File: config.mk
export PLATFORM = sky130hd
export DESIGN_NAME = decode_stage
export DESIGN_NICKNAME = d
export VERILOG_FILES = /design/src/rtl/decode_stage_pkg.sv /design/src/rtl/decode_stage_if.sv /design/src/rtl/decode_stage_regfile.sv /design/src/rtl/decode_stage.sv
export SDC_FILE = /design/constraint.sdc
export NUM_CORES = 2
export LEC_CHECK = 0
export ABC_AREA = 0
export ABC_CLOCK_PERIOD_IN_PS = 6000
export CORE_MARGIN = 5
export CORE_UTILIZATION = 61
export DETAILED_ROUTE_END_ITERATION = 6
export PLACE_DENSITY = 0.79
export SYNTH_ARGS = -nofsm -noshare
export SYNTH_HDL_FRONTEND = slang
export SYNTH_HIERARCHICAL = 1
export SYNTH_SLANG_ARGS = --single-unit
export TNS_END_PERCENT = 1
File: constraint.sdc
create_clock -name clk_i -period 6 [get_ports clk_i]
set_input_delay 1.8 -clock clk_i [delete_from_list [all_inputs] [get_ports clk_i]]
set_output_delay 1.8 -clock clk_i [all_outputs]
set_load 0.01 [all_outputs]
File: src/rtl/decode_stage_pkg.sv
// Shared encodings for the MIPS decode stage: opcodes, funct codes, ALU control
// values, the default bubble instruction and the decoded control bundle.
package decode_stage_pkg;

  localparam logic [31:0] NOP_INSTR_DEFAULT = 32'h0000_0000;

  localparam logic [5:0] OP_RTYPE = 6'b000000;
  localparam logic [5:0] OP_LW    = 6'b100011;
  localparam logic [5:0] OP_SW    = 6'b101011;
  localparam logic [5:0] OP_BEQ   = 6'b000100;
  localparam logic [5:0] OP_ADDI  = 6'b001000;
  localparam logic [5:0] OP_J     = 6'b000010;

  localparam logic [5:0] FN_ADD = 6'b100000;
  localparam logic [5:0] FN_SUB = 6'b100010;
  localparam logic [5:0] FN_AND = 6'b100100;
  localparam logic [5:0] FN_OR  = 6'b100101;
  localparam logic [5:0] FN_SLT = 6'b101010;

  typedef enum logic [2:0] {
    ALU_AND = 3'b000,
    ALU_OR  = 3'b001,
    ALU_ADD = 3'b010,
    ALU_SUB = 3'b110,
    ALU_SLT = 3'b111
  } alu_ctrl_e;

  typedef struct packed {
    logic      regwrite;
    logic      memtoreg;
    logic      memwrite;
    logic      alusrc;
    logic      regdst;
    alu_ctrl_e alucontrol;
  } ctrl_t;

  function automatic logic [31:0] sign_ext16(input logic [15:0] v);
    return {{16{v[15]}}, v};
  endfunction

endpackage

File: src/rtl/decode_stage_if.sv
// Register-file access bundle: two combinational read ports plus the
// writeback write port. master = decode side, slave = register file.
interface decode_stage_if;
  logic [4:0]  ra1;
  logic [4:0]  ra2;
  logic [31:0] rd1;
  logic [31:0] rd2;
  logic        we;
  logic [4:0]  waddr;
  logic [31:0] wdata;

  modport master (output ra1, ra2, we, waddr, wdata, input rd1, rd2);
  modport slave  (input ra1, ra2, we, waddr, wdata, output rd1, rd2);
endinterface

File: src/rtl/decode_stage_regfile.sv
// 32x32 register file: r0 hard-wired to zero, write on rising edge, and a
// same-cycle write-through bypass so decode sees the value being written back.
module regfile
  import decode_stage_pkg::*;
(
  input logic            clk_i,
  input logic            reset_ni,
  decode_stage_if.slave  rf
);

  // Flattened storage; slice 0 is constant zero so r0 needs no special read path.
  logic [32*32-1:0] regs_flat;

  assign regs_flat[31:0] = '0;

  generate
    for (genvar gi = 1; gi < 32; gi++) begin : g_reg
      logic [31:0] q_reg;

      always_ff @(posedge clk_i or negedge reset_ni) begin
        if (!reset_ni) begin
          q_reg <= '0;
        end else if (rf.we && (rf.waddr == 5'(gi))) begin
          q_reg <= rf.wdata;
        end
      end

      assign regs_flat[gi*32 +: 32] = q_reg;
    end
  endgenerate

  always_comb begin
    rf.rd1 = regs_flat[rf.ra1*32 +: 32];
    rf.rd2 = regs_flat[rf.ra2*32 +: 32];
    if (rf.we && (rf.waddr != 5'd0) && (rf.waddr == rf.ra1)) begin
      rf.rd1 = rf.wdata;
    end
    if (rf.we && (rf.waddr != 5'd0) && (rf.waddr == rf.ra2)) begin
      rf.rd2 = rf.wdata;
    end
  end

endmodule

File: src/rtl/decode_stage.sv
// MIPS ID stage: IF/ID register with stall/flush, register file, early branch
// resolution and main/ALU decoder. Define DECODE_BR_FWD_EN for MEM->branch forwarding.
module decode_stage
  import decode_stage_pkg::*;
#(
  parameter logic [31:0] NOP_INSTR = NOP_INSTR_DEFAULT
)
(
  input  logic        clk_i,
  input  logic        reset_ni,
  input  logic        stall_i,
  input  logic [31:0] instr_if32,
  input  logic [31:0] pc_plus4_if32,
  input  logic        wb_we_i,
  input  logic [4:0]  wb_waddr_i5,
  input  logic [31:0] wb_wdata_i32,
`ifdef DECODE_BR_FWD_EN
  input  logic        fwd_a_i,
  input  logic        fwd_b_i,
  input  logic [31:0] mem_alu_i32,
`endif
  output logic        pc_beq_o,
  output logic        pc_j_o,
  output logic [31:0] pc_branch_o32,
  output logic [31:0] pc_plus4_o32,
  output logic [31:0] instr_o32,
  output logic [31:0] rd1_o32,
  output logic [31:0] rd2_o32,
  output logic [4:0]  rs_o5,
  output logic [4:0]  rt_o5,
  output logic [4:0]  rd_o5,
  output logic [31:0] signimm_o32,
  output logic        regwrite_o,
  output logic        memtoreg_o,
  output logic        memwrite_o,
  output logic        alusrc_o,
  output logic        regdst_o,
  output logic [2:0]  alucontrol_o3
);

  logic [31:0] instr_reg;
  logic [31:0] pc_plus4_reg;
  // Cleared by reset/flush so the bubble word never raises controls or
  // redirects, whatever NOP_INSTR happens to encode.
  logic        valid_reg;

  logic [5:0]  opcode;
  logic [5:0]  funct;
  logic [31:0] signimm;
  logic [31:0] br_a;
  logic [31:0] br_b;
  logic        br_eq;
  logic        flush;
  ctrl_t       ctrl;

  decode_stage_if rf_bus ();

  assign opcode  = instr_reg[31:26];
  assign funct   = instr_reg[5:0];
  assign signimm = sign_ext16(instr_reg[15:0]);

  assign rf_bus.ra1   = instr_reg[25:21];
  assign rf_bus.ra2   = instr_reg[20:16];
  assign rf_bus.we    = wb_we_i;
  assign rf_bus.waddr = wb_waddr_i5;
  assign rf_bus.wdata = wb_wdata_i32;

  regfile u_regfile (
    .clk_i    (clk_i),
    .reset_ni (reset_ni),
    .rf       (rf_bus)
  );

`ifdef DECODE_BR_FWD_EN
  assign br_a = fwd_a_i ? mem_alu_i32 : rf_bus.rd1;
  assign br_b = fwd_b_i ? mem_alu_i32 : rf_bus.rd2;
`else
  assign br_a = rf_bus.rd1;
  assign br_b = rf_bus.rd2;
`endif

  assign br_eq    = (br_a == br_b);
  assign pc_beq_o = valid_reg && (opcode == OP_BEQ) && br_eq;
  assign pc_j_o   = valid_reg && (opcode == OP_J);
  assign flush    = pc_beq_o | pc_j_o;

  // Stall wins over flush: a held branch re-resolves next cycle.
  always_ff @(posedge clk_i or negedge reset_ni) begin
    if (!reset_ni) begin
      instr_reg    <= NOP_INSTR;
      pc_plus4_reg <= '0;
      valid_reg    <= 1'b0;
    end else if (!stall_i) begin
      if (flush) begin
        instr_reg    <= NOP_INSTR;
        pc_plus4_reg <= '0;
        valid_reg    <= 1'b0;
      end else begin
        instr_reg    <= instr_if32;
        pc_plus4_reg <= pc_plus4_if32;
        valid_reg    <= 1'b1;
      end
    end
  end

  always_comb begin
    ctrl = ctrl_t'('0);
    if (valid_reg) begin
      case (opcode)
        OP_RTYPE: begin
          ctrl.regwrite = 1'b1;
          ctrl.regdst   = 1'b1;
          case (funct)
            FN_ADD:  ctrl.alucontrol = ALU_ADD;
            FN_SUB:  ctrl.alucontrol = ALU_SUB;
            FN_AND:  ctrl.alucontrol = ALU_AND;
            FN_OR:   ctrl.alucontrol = ALU_OR;
            FN_SLT:  ctrl.alucontrol = ALU_SLT;
            default: ctrl.alucontrol = ALU_AND;
          endcase
        end
        OP_LW: begin
          ctrl.regwrite   = 1'b1;
          ctrl.memtoreg   = 1'b1;
          ctrl.alusrc     = 1'b1;
          ctrl.alucontrol = ALU_ADD;
        end
        OP_SW: begin
          ctrl.memwrite   = 1'b1;
          ctrl.alusrc     = 1'b1;
          ctrl.alucontrol = ALU_ADD;
        end
        OP_BEQ: begin
          ctrl.alucontrol = ALU_SUB;
        end
        OP_ADDI: begin
          ctrl.regwrite   = 1'b1;
          ctrl.alusrc     = 1'b1;
          ctrl.alucontrol = ALU_ADD;
        end
        default: begin
          ctrl = ctrl_t'('0);
        end
      endcase
    end
  end

  assign pc_branch_o32 = pc_plus4_reg + {signimm[29:0], 2'b00};
  assign pc_plus4_o32  = pc_plus4_reg;
  assign instr_o32     = instr_reg;
  assign rd1_o32       = rf_bus.rd1;
  assign rd2_o32       = rf_bus.rd2;
  assign rs_o5         = instr_reg[25:21];
  assign rt_o5         = instr_reg[20:16];
  assign rd_o5         = instr_reg[15:11];
  assign signimm_o32   = signimm;
  assign regwrite_o    = ctrl.regwrite;
  assign memtoreg_o    = ctrl.memtoreg;
  assign memwrite_o    = ctrl.memwrite;
  assign alusrc_o      = ctrl.alusrc;
  assign regdst_o      = ctrl.regdst;
  assign alucontrol_o3 = ctrl.alucontrol;

endmodule

### Yosys cells after proc, flatten, opt, wreduce, memory -nomap -nowiden

Index checks and enable logic that the tools add are counted.

* register bits: 1057
* input port bits: 105
* output and inout port bits: 217
* word-level logic and storage cells: 135

* $add $sub $neg: 1
* equal/unequal tests: 43
* shifts and indexed selects: 2
* multiplexer cells: 13
* bitwise gates (word level): 1
* reduce and logical (&&, ||, !) cells: 41

Operators with widths (number)
* indexed part select 1024 x 11 -> 32 bit: 2
* 2-to-1 mux 32 bit: 4
* == test 5 bit (second input constant): 16
* == test 5 x 4 -> 1 bit (second input constant): 8
* logical AND 1 bit: 37
* == test 6 bit (second input constant): 6
* adder 32 bit: 1
* == test 32 bit: 1
* == test 5 x 3 -> 1 bit (second input constant): 4
* one-hot mux 3 bit (4 select lines): 1
* == test 5 x 2 -> 1 bit (second input constant): 2
* == test 5 bit: 2
* one-hot mux 3 bit (3 select lines): 1
* 2-to-1 mux 8 bit: 1
* == test 6 x 2 -> 1 bit (second input constant): 1
* == test 6 x 3 -> 1 bit (second input constant): 1
* == test 6 x 4 -> 1 bit (second input constant): 1
* logical NOT 6 bit: 1
* 2-to-1 mux 1 bit: 6
* OR reduction 3 bit: 2
* == test 5 x 1 -> 1 bit (second input constant): 1
* nonzero test 5 bit: 1
* OR 1 bit: 1

### Depth between registers and ports, before layout

* depth in word-level cells: 8
* depth in mapped cells: 18
* gate-level depth less buffers: 11

### Modules after synthesis

Netlist, hierarchy kept.

By module, submodules not included
* regfile: times used 1, cells each 3630, area an instance 53576.4 um^2
* decode_stage: times used 1, cells each 494, area an instance 4754.6 um^2

### Worst setup path after synthesis

Ideal clock, no wire load.

* path kind: input port to output port
* start point: input wb_waddr_i5[3]
* end point: output pc_beq_o
* data arrival time: 4.206 ns
* required time: 4.200 ns
* path slack: -0.006 ns
* stages on the path: 12
* path buffers: 3
* path through: buf_2 > xor2_1 > nor3_1 > and4_1 > buf_2 > clkbuf_1 > a211oi_1 > nor3_1 > xor2_1 > nor4_1 > nand4_1 > nor3_2

* word-level cells in the longest chain between the ends: 6
* elaborated cells on any way between the ends: 10
* those cells by class: 3 x eq/ne; 2 x mux; 5 x reduce/logical

RTL lines
* start, declared: line decode_stage.sv:15 `input logic [4:0] wb_waddr_i5,`
* nonzero test 5 bit: line decode_stage_regfile.sv:35 `if (rf.we && (rf.waddr != 5'd0) && (rf.waddr == rf.ra1)) begin`
* logical AND 1 bit: line decode_stage_regfile.sv:35
* logical AND 1 bit (*): line decode_stage_regfile.sv:35
* 2-to-1 mux 32 bit (*): line decode_stage_regfile.sv:35
* net rd1_o32[16]: line decode_stage.sv:27 `output logic [31:0] rd1_o32,`
* == test 32 bit (*): line decode_stage.sv:82 `assign br_eq = (br_a == br_b);`
* logical AND 1 bit (*): line decode_stage.sv:83 `assign pc_beq_o = valid_reg && (opcode == OP_BEQ) && br_eq;`
* end, declared: line decode_stage.sv:22 `output logic pc_beq_o,`

The timed path passes the listed nets; every way through them passes the cells marked *.

### Worst setup path after layout

* start point: input wb_waddr_i5[3]
* end point: output pc_beq_o

* word-level cells in the longest chain between the ends: 6
* elaborated cells on any way between the ends: 10
* those cells by class: 3 x eq/ne; 2 x mux; 5 x reduce/logical

RTL lines (line)
* nonzero test 5 bit: decode_stage_regfile.sv:35, decode_stage_regfile.sv:38
* logical AND 1 bit: decode_stage_regfile.sv:35, decode_stage_regfile.sv:38
* logical AND 1 bit, on equally long branches: decode_stage_regfile.sv:35, decode_stage_regfile.sv:38
* 2-to-1 mux 32 bit, on equally long branches: decode_stage_regfile.sv:35, decode_stage_regfile.sv:38
* == test 32 bit (*): decode_stage.sv:82
* logical AND 1 bit (*): decode_stage.sv:83

Mark *: on every way between the ends. The rest lies on a longest branch, timed or not.

==> reports/summary.txt <==
outcome: finished with violations
failing checks: setup timing
fin. max-slew vios: 0
CP arrival: 4810 ps
Post-synth top cells: dfrtp_1, mux2_2, mux4_2, mux2_1, clkbuf_1
remaining antenna violation count: 0
DP Wirelength: 122,200 um
vias per cell: 7.206
DRC: 0
minimum clock period after layout: 6614 ps
slew margin rel.: 19.95%
worst hold margin: 509.3 ps
die area: 101,900 sq um
crit-path cells: buf_8 -> xor2_2 -> nor3_2 -> and4_4 -> buf_8 -> clkbuf_16 -> nand2_1 -> o31ai_2 -> xor2_2 -> nor4_4 -> buf_4 -> nand4_1 -> nor3_2 -> buf_4 -> buf_6
first-pass GRT wire length: 284,500 um
ys async rst share: 100.0%
Post-synth EDFFs: 0
CP max stage delay: 410 ps
number of library cell types mapped by synthesis: 68
fmax: 151.2 MHz
Vias: 42.06k
max reg flops: 992
area leader, netlist: dfrtp_1
final core utilization: 73.31%
syn nets: 4,259
max-cap viol count: 0
Placement Setup Slack: -1637 ps
Setup violations, final: 7
initial antenna violation count: 6
FF-to-FF End: instr_o32[14]$_DFFE_PN0N_
GPL Wtd Cong: 0.9407
vias in the first global route: 43.31k
buffer depth of the longest clock path: 3
# IOs: 322
CP max stage cell: and4_4
setup ws final: -613.6 ps
min-delay src: u_regfile/g_reg[28].q_reg[20]$_DFFE_PN0P_
Starting DRT DRC Count: 4,855
internal power consumption: 16.41 mW
CTS tree: done
layout cells sized above 1: 44.31%
CP endpoint kind: primary output
Setup CP Type: in -> out
RSZ-0062 raised after global routing: true
reg2reg start: instr_o32[21]$_DFFE_PN0N_
critical path fanouts, max: 7
Layout Skew: 20.76 ps
Peak VDD IR: 373.8 uV
clock group share of total power: 30.8%
placeable core region: 95,010 sq um
Synth Warn #: 6
most frequent cell after synthesis: dfrtp_1
Final Routed Wirelength: 191,400 um
Die W: 319.2 um
Fin. Hold Viols: 0
nets: 4,618
Tcrit/Tclk final: 110.2%
htree depth: 3
setup_tns: -1184 ps
synthesized instance count: 4,124
Vert. Die Dim: 319.2 um
Clock Latency Late Sink: 720 ps
CP required: 4200 ps
worst hold endpoint: u_regfile/g_reg[28].q_reg[20]$_DFFE_PN0P_
routed len/inst: 32.80 um
row count: 113
Yosys top cell area share: 45.35%
r2r worst-path depth: 17
GRT Util Overall: 36.94%
TritonCTS Buffers: 111
largest net degree at the start of global routing: 190
Reg2Reg Setup Slack: 1370 ps
Hold-fix buffers, CTS: 0
Yosys reg bits: 1,057
gr ovfl total: 0
synthesized area: 58,330 sq um
Hold Path Depth: 1
Hold Path Class: reg -> reg
total power: 23.41 mW
clk root buf: clkbuf_16
Avg Cell Area, Syn: 14.14 sq um
Sw Pwr: 7.005 mW
sequential group share of total power: 40.9%
Fill cells: 5,845
area grow syn2layout: 19.41%
Initial Utilization: 61.39%
Seq/Total Area, Yosys: 45.35%
Pwr Density: 336.1 nW/um^2
Sink Count: 1,057
Reg clk slew, reported paths: 60 ps
combinational power share: 28.3%
Port Buffers: 321
Slew @ Worst Pin: 1201 ps
TritonRoute pass-1 iters: 7
multi-input logic area: 30,380 sq um
register area: 26,480 sq um
sw frac: 29.92%
top cells by area, synth: dfrtp_1, mux4_2, mux2_2
leakage: 30.05 nW
main flop type after synthesis: dfrtp_1
crit path launch type: input port
-- worst max path at each step --
stage	startpoint	endpoint	slack, ps	depth (start not counted)
after global placement	wb_waddr_i5[4]	pc_beq_o	-1490	14
final	wb_waddr_i5[3]	pc_beq_o	-610	15
after detailed placement	wb_waddr_i5[3]	pc_beq_o	-1640	14
after floorplan	wb_waddr_i5[3]	pc_beq_o	6	12
after global routing	wb_waddr_i5[3]	pc_beq_o	-620	15
after CTS	wb_waddr_i5[4]	pc_beq_o	-420	15
-- power groups by stage --
stage | registers [mW] | logic [mW] | clock network, mW
4_1_cts | 9.53 | 6.47 | 7.27
2_1_floorplan | 9.26 | 4.16 | 0
3_3_place_gp | 9.52 | 6.15 | 0
3_5_place_dp | 9.63 | 6.28 | 0
5_1_grt | 9.72 | 6.98 | 7.57
6_report | 9.57 | 6.63 | 7.21
-- through the flow --
stage / instance area (sq um) / instances
CTS: 69310 / 5816
global route: 69650 / 5835
global placement: 64440 / 5563
finish: 69650 / 5837
detailed placement: 64440 / 5563
floorplan: 58350 / 4124
-- cells by family (layout without fill, tap and decap cells) --
| family | count (synthesis) | count (layout) | share of synthesized area (%) |
|---|---|---|---|
| muxes | 1642 | 1642 | 39.91 |
| DFF | 1057 | 1057 | 45.35 |
| buffers and inverters | 494 | 940 | 3.962 |
| AOI/OAI and AO/OA | 449 | 449 | 5.579 |
| and+or+nand+nor | 388 | 388 | 3.584 |
| xor gates and xnor gates | 64 | 64 | 0.9609 |
| adders and majority gates | 30 | 30 | 0.6564 |
| other | 0 | 2 | 0 |
-- routing by layer --
| layer | GRT usage, % | share of wire [%] | up-vias | routed length (um) |
|---|---|---|---|---|
| met5 | 0 | 0.022 | - | 43 |
| met4 | 21.86 | 7.9 | 8 | 15050 |
| met3 | 8.783 | 10 | 919 | 20090 |
| met2 | 57.32 | 46 | 2779 | 87440 |
| met1 | 48.02 | 36 | 21740 | 68820 |
| li1 | - | - | 16620 | - |
-- layout by cell type (no fill, tap or decap), drive strengths merged, types with 15 or more instances in the layout --
cell / count
xnor2: 22
a21oi: 40
a221oi: 96
mux2: 1121
nor2: 91
dfrtp: 1057
a211oi: 26
a22o: 64
clkinv: 28
clkbuf: 149
xor2: 42
o21ai: 57
ha: 29
nand2: 80
nor3: 69
inv: 17
nor3b: 28
mux4: 435
o22ai: 97
buf: 421
a21o: 15
clkdlybuf4s50: 304
or3: 38
mux2i: 86
-- layout make-up --
type | count | share of cell area (%)
Inverter | 13 | 0.07006
Timing Repair Buffer | 727 | 10.54
Sequential cell | 1057 | 38.02
Antenna cell | 2 | 0.007185
Clock inverter | 52 | 0.9628
Multi-Input combinational cell | 2573 | 43.62
Tap cell | 1265 | 2.272
Clock buffer | 148 | 4.505
-- repair_timing --
item / CTS / global route
pin swaps: 35 / 37
gates resized for setup: 121 / 51
buffers inserted: 44 / 20
endpoints found under the setup margin: 64 / 24
gates cloned: 9 / 1
-- worst max-delay path: cells and delay by family --
kind            cells  cell delay (ps)
xor+xnor            2              380
compound gates      1              110
buf+inv             6              950
simple gates        6             1560
(Power assumes the default switching activity.)
